--- src/rtl/instr_fetch_sequencer.sv ---
// Instruction fetch sequencer: fetches 32-bit words, splits them into fields and walks the PC.
// Optional single-step mode is enabled by defining SEQ_SINGLE_STEP_EN.
module instr_fetch_sequencer #(
  parameter int                ADDR_W   = 8,
  parameter logic [ADDR_W-1:0] RESET_PC = '0
) (
  input  logic              clk_i,
  input  logic              rst_ni,
  input  logic              start_i,
`ifdef SEQ_SINGLE_STEP_EN
  input  logic              step_i,
`endif
  output logic [ADDR_W-1:0] imem_addr_o,
  output logic              imem_req_o,
  input  logic              imem_valid_i,
  input  logic [31:0]       imem_data_i,
  input  logic              jump_enable_i,
  input  logic              finaliza_execucao_i,
  input  logic [ADDR_W-1:0] jump_target_i,
  output logic [7:0]        opcode_o,
  output logic [7:0]        reg1_sel_o,
  output logic [7:0]        reg2_sel_o,
  output logic [7:0]        imm_o,
  output logic              instr_valid_o,
  output logic [ADDR_W-1:0] pc_o,
  output logic              halted_o
);

`ifdef SEQ_SINGLE_STEP_EN
  typedef enum logic [2:0] {S_IDLE, S_FETCH, S_EXEC, S_HALT, S_STEP} state_e;
`else
  typedef enum logic [1:0] {S_IDLE, S_FETCH, S_EXEC, S_HALT} state_e;
`endif

  state_e            state_q, state_d;
  logic [ADDR_W-1:0] pc_q, pc_d;
  logic [31:0]       instr_q, instr_d;

  always_ff @(posedge clk_i or negedge rst_ni) begin
    if (!rst_ni) begin
      state_q <= S_IDLE;
      pc_q    <= RESET_PC;
      instr_q <= '0;
    end else begin
      state_q <= state_d;
      pc_q    <= pc_d;
      instr_q <= instr_d;
    end
  end

  always_comb begin
    state_d = state_q;
    pc_d    = pc_q;
    instr_d = instr_q;
    case (state_q)
      S_IDLE:  if (start_i) state_d = S_FETCH;
      S_FETCH: if (imem_valid_i) begin
        instr_d = imem_data_i;
        state_d = S_EXEC;
      end
      // halt keeps pc on the halting instruction and beats a simultaneous jump
      S_EXEC: begin
        if (finaliza_execucao_i) begin
          state_d = S_HALT;
        end else begin
          pc_d = jump_enable_i ? jump_target_i : pc_q + 1'b1;
`ifdef SEQ_SINGLE_STEP_EN
          state_d = S_STEP;
`else
          state_d = S_FETCH;
`endif
        end
      end
      S_HALT:  state_d = S_HALT;
`ifdef SEQ_SINGLE_STEP_EN
      S_STEP:  if (step_i) state_d = S_FETCH;
`endif
      default: state_d = S_IDLE;
    endcase
  end

  // outputs decode straight from state so an async reset drops imem_req immediately
  assign imem_req_o    = (state_q == S_FETCH);
  assign imem_addr_o   = pc_q;
  assign instr_valid_o = (state_q == S_EXEC);
  assign halted_o      = (state_q == S_HALT);
  assign pc_o          = pc_q;
  assign opcode_o      = instr_q[31:24];
  assign reg1_sel_o    = instr_q[23:16];
  assign reg2_sel_o    = instr_q[15:8];
  assign imm_o         = instr_q[7:0];

endmodule

--- config.mk ---
export PLATFORM = sky130hd
export DESIGN_NAME = instr_fetch_sequencer
export DESIGN_NICKNAME = d
export VERILOG_FILES = /design/src/rtl/instr_fetch_sequencer.sv
export SDC_FILE = /design/constraint.sdc
export NUM_CORES = 1
export LEC_CHECK = 0
export ABC_AREA = 1
export ABC_CLOCK_PERIOD_IN_PS = 3780
export CAP_MARGIN = 0
export CELL_PAD_IN_SITES_DETAIL_PLACEMENT = 1
export CELL_PAD_IN_SITES_GLOBAL_PLACEMENT = 1
export CORE_MARGIN = 2
export CORE_UTILIZATION = 31
export CTS_BUF_LIST = sky130_fd_sc_hd__clkbuf_4
export CTS_CLUSTER_SIZE = 24
export DETAILED_ROUTE_END_ITERATION = 7
export GPL_TIMING_DRIVEN = 1
export PLACE_DENSITY_LB_ADDON = 0.1
export SLEW_MARGIN = 20
export SYNTH_ARGS = -nofsm -noshare
export SYNTH_HDL_FRONTEND = slang
export SYNTH_SLANG_ARGS = --single-unit
--- constraint.sdc ---
create_clock -name clk_i -period 3.78 [get_ports clk_i]
set_clock_uncertainty 0.15 [all_clocks]
set_input_delay 0.567 -clock clk_i [delete_from_list [all_inputs] [get_ports clk_i]]
set_output_delay 0.567 -clock clk_i [all_outputs]
set_load 0.05 [all_outputs]
# Yosys cells after proc, flatten, opt, wreduce, memory -nomap -nowiden
# Index checks and enable logic that the tools add are counted.
# totals
regBits	42
input_bits	46
word_cells	19
# classes
addsub	1
eq_ne	5
n_mux	5
n_bitwise	1
reduce_logical	4
# ops
operator	n
adder 8 x 1 -> 8 bit, second input constant	1
two-way mux 8 bit	1
case mux 2 bit (4 select lines)	1
two-way mux 2 bit	3
AND reduction 2 bit	3
== test 2 bit, second input constant	2
== test 2 x 1 -> 1 bit, second input constant	1
zero test 2 bit	1
!= test 2 x 1 -> 1 bit, second input constant	1
!= test 2 bit, second input constant	1
inverter 1 bit	1

# Depth between registers and ports, before layout
# Gate-level depths: netlist of the first run.
# logic_depth
ltp_word	3
ltp_mapped	7

# Worst setup path before layout of the first run
# Ideal clock, no wire load.
# synth_path
kind	register to output
start	reg pc_q[2] (netlist: imem_addr_o[2])
end	out pc_o[2]
arrival_time_ns	0.984
t_required_ns	3.063
path_slack_ns	2.079
path_stages_with_launch	2
cell_sequence	dfrtp_1 -> buf_4
# synth_rtl
element	line_no	rtl
start: declaration	36	logic [ADDR_W-1:0] pc_q, pc_d;
start signal: assignment	46	pc_q <= pc_d;
end: declaration	25	output logic [ADDR_W-1:0] pc_o,
# No word-level cell between the ends.

# Worst setup path in the final report of the first run
# layout_path
start	reg state_q[1]
end	out instr_valid_o
# layout_via
elab_chain_len	1
# layout_lines
element	line_no	rtl
start: declaration	35	state_e state_q, state_d;
start signal: assignment	45	state_q <= state_d;
== test 2 bit	85	assign instr_valid_o = (state_q == S_EXEC);
end: declaration	24	output logic instr_valid_o,
# No other way between the ends.

==> out/qor.csv, run 1 <==
metric;value;unit
Port-buffer cells;96;
Peak Freq;395;MHz
Sw Ratio;50.0;%
clk sinks;42;
FF-to-FF Start;state_q[0]$_DFFE_PN0P_;
Syn Nets;287;
via count;1853;
later-pin clock latency in the skew report;340;ps
cell area after synthesis;1980;um^2
aggregate global routing overflow;0;
Die Height;84.0;um
Rel. slew slack;36.8;%
H-tree level count;2;
overall global routing resource usage;16.0;%
fraction of synthesized area in multiplexers;0;%
Worst EP required;3060;ps
Yosys cell types;24;
Post-CTS Hold Buffers;0;
Synth Area in Simple Gates;31.4;%
Logic pwr share;56.2;%
RSZ-0062 raised after global routing;false;
I/O pin cnt;97;
crit-path cells;inv_2, nor2_2, clkdlybuf4s50_1;
Tot Pwr;2.10;mW
asr flop ratio synth;100;%
Setup violations, final;0;
Sw Pwr;1.05;mW
status;completed;
largest net degree at the start of global routing;43;
endpoints failing hold;0;
Synth Register Bits;42;
n_diodes;0;
Detail Placement HPWL;3860;um
actual slew at the worst max-slew pin;947;ps
average wire per standard cell;13.5;um
Cell Area, Placed;2900;um^2
Fin Setup TNS;0;ps
max cap viols;0;
Post-synth EDFFs;0;
Leak Pwr;1.38;nW
Slew Limit Fails;0;
most common cell in the netlist;nand2_1;
Critical Path Max Stage Delay;810;ps
gpl congestion;0.759;
row count;29;
top cell type's share of synthesized area;53.0;%
synth top area cells;dfrtp_1 (53%), nand2_1 (17%), nand3_1 (9.3%);
Reg2Reg Depth;6;
Resized Gates After CTS;0;
initial antenna violation count;0;
largest area contributor in the netlist;dfrtp_1;
syn avg cell area;8.26;um^2
Crit path arrival time;1810;ps
Area Overhead vs Synth;48.9;%
HP Class;in -> async;
full die area;7050;um^2
post-synthesis compound-gate area fraction;5.11;%
largest family of logic cells by synthesized area;simple AND/OR/NAND/NOR gates;
clock transition at the registers of the reported paths;130;ps
yosys warns;0;
Post-synth top cells;nand2_1 (90), dfrtp_1 (42), nand3_1 (37), nor2_1 (12);
Mapped Cells;240;
Critical Path Fanout Max;5;
share of cells above drive strength 1;6.15;%
Final Instance Area;2950;um^2
Via density;4.61;
setup bufs post-CTS;0;
internal power;1.05;mW
peak supply drop;321;uV
global-route wire length before repair;9120;um
CP Class;reg -> out;
Worst Setup End Kind;primary output;
Post-layout nets;371;
Num CTS Buffers;5;
first-pass iteration count of the detailed router;4;
R2R Path End;instr_q[11]$_DFFE_PN0P_;
Final Util;47.0;%
Adder-Cell Fraction of Synth Area;0.631;%
Seq pwr share;33.4;%
Post-Synth XOR/XNOR Area;0;%
ys flop type;dfrtp_1;
DRC violations left;0;
vias in the first global route;1874;
initial core utilization;31.6;%
Seq/Total Area, Yosys;53.0;%
DRT Wirelength;5420;um
pwr dens;710;nW/um^2
CTS tree;built;
number of nets with antenna violations after routing;0;
core area;6280;um^2
Clock Tree Buf Depth;2;
CP max-delay cell;clkdlybuf4s50_1;
clock power share;10.4;%
root buffer cell;clkbuf_4;
Tcrit/Tclk final;67.0;%
die width;84.0;um
final worst path period need;2530;ps
CP Launch Type;flop;
drt initial violations;50;
Worst R2R Setup Slack;1850;ps
## power by group through the flow
stage,registers [mW],clock network (mW),logic (mW)
global placement,0.711,0,1.17
CTS,0.704,0.231,1.19
detailed placement,0.708,0,1.19
global route,0.725,0.250,1.24
finish,0.699,0.219,1.18
floorplan,1.21,0,0.265
## final cells by class
| cell class | count | area [um^2] |
|---|---|---|
| Clock inverter | 3 | 16.3 |
| Sequential cell | 42 | 1050 |
| Multi-Input combinational cell | 165 | 736 |
| Timing Repair Buffer | 98 | 971 |
| Fill cell | 766 | 3320 |
| Tap cell | 77 | 96.3 |
| Clock buffer | 5 | 37.5 |
| Inverter | 12 | 45.0 |
## worst max path at each step
stage,endpoint,cells past startpoint,slack [ps],start
finish,instr_valid_o,3,1250,state_q[1]$_DFFE_PN0P_
global placement,state_q[0]$_DFFE_PN0P_,5,1380,imem_valid_i
floorplan,pc_o[2],1,2080,imem_addr_o[2]$_DFFE_PN0P_
global route,instr_valid_o,3,1140,state_q[1]$_DFFE_PN0P_
detailed placement,instr_q[11]$_DFFE_PN0P_,5,1370,imem_valid_i
CTS,instr_valid_o,3,1210,state_q[1]$_DFFE_PN0P_
## worst max-delay path, delay by kind of cell (launching register included)
family | cells | cell delay [ps]
buffers and inverters | 2 | 870
flip-flops | 1 | 480
AND/OR/NAND/NOR | 1 | 110
## registers in the layout, indices dropped and copies added (netlist names)
name         count
imem_addr_o      8
instr_q         32
state_q          2
## metal layers
metal  GRT usage [%]  vias up  routed length, um
met5               0        -                  0
met2            26.0       57               2540
met1            21.0      871               2470
met3            4.85        4                345
li1                -      921                  -
met4            3.96        0                 58
## metrics by stage
step	setup slack [ps]	hold WS (ps)	std cells
final	1250	199	402
after global routing	1140	244	402
after CTS	1210	231	402
after detailed placement	1370	313	394
after floorplan	2080	121	240
after global placement	1380	305	394
## cell families after synthesis
| family | count (synthesis) |
|---|---|
| AO/OA/AOI/OAI | 17 |
| flip-flops | 42 |
| adder cells (fa/ha/maj) | 1 |
| AND/OR/NAND/NOR | 147 |
| buffers and inverters | 33 |
## layout by cell type (no fill, tap or decap), types with 2 or more instances in the layout
cell type / count
inv_2: 2
clkdlybuf4s50_1: 95
inv_1: 10
nand3_1: 37
nor2_1: 12
nand2_2: 2
a21oi_1: 3
o21ai_1: 3
nor2_2: 2
nand2_1: 90
o21ai_0: 7
clkbuf_4: 5
buf_4: 2
dfrtp_1: 42
No activity file was read; power rests on OpenSTA's default activity.
==> run 2: changes to the inputs <==
ABC_CLOCK_PERIOD_IN_PS = 2150   (was 3780)
CORE_UTILIZATION = 26   (was 31)
clock period = 2.15 ns   (was 3.78 ns; I/O delays follow)
==> run 2 against run 1 <==
Sequential cell count stayed put. Count of clock-buffer cells in the layout stayed put. Non-clock buffer count is 6 higher. Total power is 80% higher. Critical endpoint is now imem_addr_o[4]. Hold slack better by 90 ps. Global-route usage is 1.7 points lower. Core utilization is 5.0 points lower. Die area is 18% higher. Highest routed layer unchanged. Via count is 1.1% higher.
==> out/qor.csv, run 2 (synthesis results as in run 1) <==
metric;value;unit;change
max cap viols;0;;unchanged
global-route layer with the greatest usage;met2;;unchanged
Critical Path Fanout Max;4;;was 5
aggregate global routing overflow;0;;unchanged
Bufs and invs on worst path;1;;was 2
gpl congestion;0.730;;was 0.759
initial antenna violation count;0;;unchanged
fillers;842;;was 766
worst setup path startpoint;imem_addr_o[4]$_DFFE_PN0P_;;was state_q[1]$_DFFE_PN0P_
die width;91.3;um;was 84.0 um
Reg with most FFs;instr_q;;unchanged
GR Util met2;24.5;%;was 26.0%
Crit path arrival time;1610;ps;was 1810 ps
actual slew at the worst max-slew pin;533;ps;was 947 ps
n_diodes;0;;unchanged
final worst path period need;2080;ps;
final critical-path setup slack;70.2;ps;was 1250 ps
Post-layout nets;377;;was 371
vias in the first global route;1986;;was 1874
DRC violations left;0;;unchanged
global-route wire length before repair;9610;um;was 9120 um
Worst Setup EP;imem_addr_o[4];;was instr_valid_o
H-tree level count;2;;unchanged
clk sinks;42;;unchanged
root buffer cell;clkbuf_4;;unchanged
Leak Pwr;1.57;nW;was 1.38 nW
drt initial violations;25;;was 50
endpoints failing hold;0;;unchanged
CP Launch Type;flop;;unchanged
Tcrit/Tclk final;96.7;%;
post-route insts no fill;429;;was 402
number of nets with antenna violations after routing;0;;unchanged
average wire per standard cell;13.3;um;was 13.5 um
peak supply drop;432;uV;was 321 uV
CTS tree;built;;unchanged
DRT Wirelength;5720;um;was 5420 um
Critical Path Max Stage Delay;830;ps;was 810 ps
Peak Freq;481;MHz;
Worst Setup End Kind;primary output;;unchanged
via count;1873;;was 1853
row count;31;;was 29
Worst path depth;1;;was 3
CP Class;reg -> out;;unchanged
Clock Tree Buf Depth;2;;unchanged
R2R Path End;instr_q[9]$_DFFE_PN0P_;;was instr_q[11]$_DFFE_PN0P_
largest net degree at the start of global routing;34;;was 43
status;completed;;unchanged
Port-buffer cells;96;;unchanged
core area;7330;um^2;was 6280 um^2
Detail Placement HPWL;4180;um;was 3860 um
RSZ-0062 raised after global routing;false;;unchanged
pwr dens;1230;nW/um^2;was 710 nW/um^2
Die Height;91.3;um;was 84.0 um
FF-to-FF Start;state_q[0]$_DFFE_PN0P_;;unchanged
commonest non-fill, non-tap cell in the layout;nand2_1;;was clkdlybuf4s50_1
placed cells;421;;was 394
Cell Area, Placed;2980;um^2;was 2900 um^2
Via density;4.37;;was 4.61
post-place setup slack;387;ps;was 1370 ps
Area Overhead vs Synth;55.3;%;was 48.9%
Num CTS Buffers;5;;unchanged
I/O pin cnt;97;;unchanged
Tot Pwr;3.78;mW;was 2.10 mW
Top Family by Delay on Critical Path;buffers and inverters;;unchanged
Worst EP required;1680;ps;was 3060 ps
overall global routing resource usage;14.3;%;was 16.0%
max reg flops;32;;unchanged
met1 Resource Use GR;17.2;%;was 21.0%
first-pass iteration count of the detailed router;4;;unchanged
Worst R2R Setup Slack;610;ps;was 1850 ps
CP max-delay cell;clkdlybuf4s50_1;;unchanged
crit-path cells;clkdlybuf4s50_1;;was inv_2, nor2_2, clkdlybuf4s50_1
met3 global-route usage;4.98;%;was 4.85%
full die area;8340;um^2;was 7050 um^2
HP Class;in -> async;;unchanged
clock transition at the registers of the reported paths;130;ps;about the same
Rel. slew slack;64.3;%;was 36.8%
Reg2Reg Depth;6;;unchanged
Final Instance Area;3080;um^2;was 2950 um^2
later-pin clock latency in the skew report;340;ps;about the same
Slew Limit Fails;0;;unchanged
Fin Setup TNS;0;ps;unchanged
commonest non-fill, non-tap cells in the layout;nand2_1 (90), clkdlybuf4s50_1 (78), dfrtp_1 (42);;was clkdlybuf4s50_1 (95), nand2_1 (90), dfrtp_1 (42)
Setup violations, final;0;;unchanged
initial core utilization;27.1;%;was 31.6%
share of cells above drive strength 1;8.18;%;was 6.15%
==> run 2: cell types whose count changed in the layout (fill, tap and decap cells not counted) <==
cell and change:
dlygate4sd3_1 +1, clkinv_2 -1, bufinv_16 +1, clkdlybuf4s50_1 -17
dlymetal6s2s_1 +9, dlygate4sd2_1 +5, buf_4 +6, buf_12 +2
clkinvlp_4 -1
==> run 2: timing repair <==
action	4_1_cts	5_1_grt
setup buffers	0	0
resized for setup	5	9
setup endpoints to repair	5	11
endpoints found under the hold margin	17	0
hold buffers	1	0
==> run 2: power breakdown <==
group,switching [mW],internal [mW]
logic,1.40,0.663
clock network,0.259,0.235
registers,0.177,1.04
total,1.84,1.94
==> run 2: stage by stage <==
| stage | util [%] | hold slack, ps |
|---|---|---|
| 2_1_floorplan | - | -123 |
| 3_3_place_gp | 40.7 | 163 |
| 3_5_place_dp | 40.7 | 158 |
| 4_1_cts | 41.7 | 301 |
| 5_1_grt | 42.0 | 300 |
| 6_report | 42.0 | 289 |
==> run 2: area by class of cell <==
class	instances	area, um^2	area share [%]
Timing Repair Buffer	104	1050	34.2
Sequential cell	42	1050	34.1
Multi-Input combinational cell	165	736	23.9
Tap cell	99	124	4.02
Inverter	12	45.0	1.46
Clock buffer	5	37.5	1.22
Clock inverter	2	33.8	1.10
==> run 2: worst min path at each step <==
| stage | to | slack [ps] | depth (start not counted) |
|---|---|---|---|
| 2_1_floorplan | imem_addr_o[0]$_DFFE_PN0P_ | -120 | 0 |
| 6_report | instr_q[12]$_DFFE_PN0P_ | 290 | 2 |
| 3_3_place_gp | instr_q[12]$_DFFE_PN0P_ | 160 | 1 |
| 5_1_grt | instr_q[12]$_DFFE_PN0P_ | 300 | 2 |
| 3_5_place_dp | instr_q[12]$_DFFE_PN0P_ | 160 | 1 |
| 4_1_cts | instr_q[12]$_DFFE_PN0P_ | 300 | 2 |
==> run 2: layer usage <==
metal | vias up | share of wire, %
met3 | 4 | 7.4
li1 | 935 | -
met4 | 0 | 0.72
met5 | - | 0
met2 | 55 | 49
met1 | 879 | 43
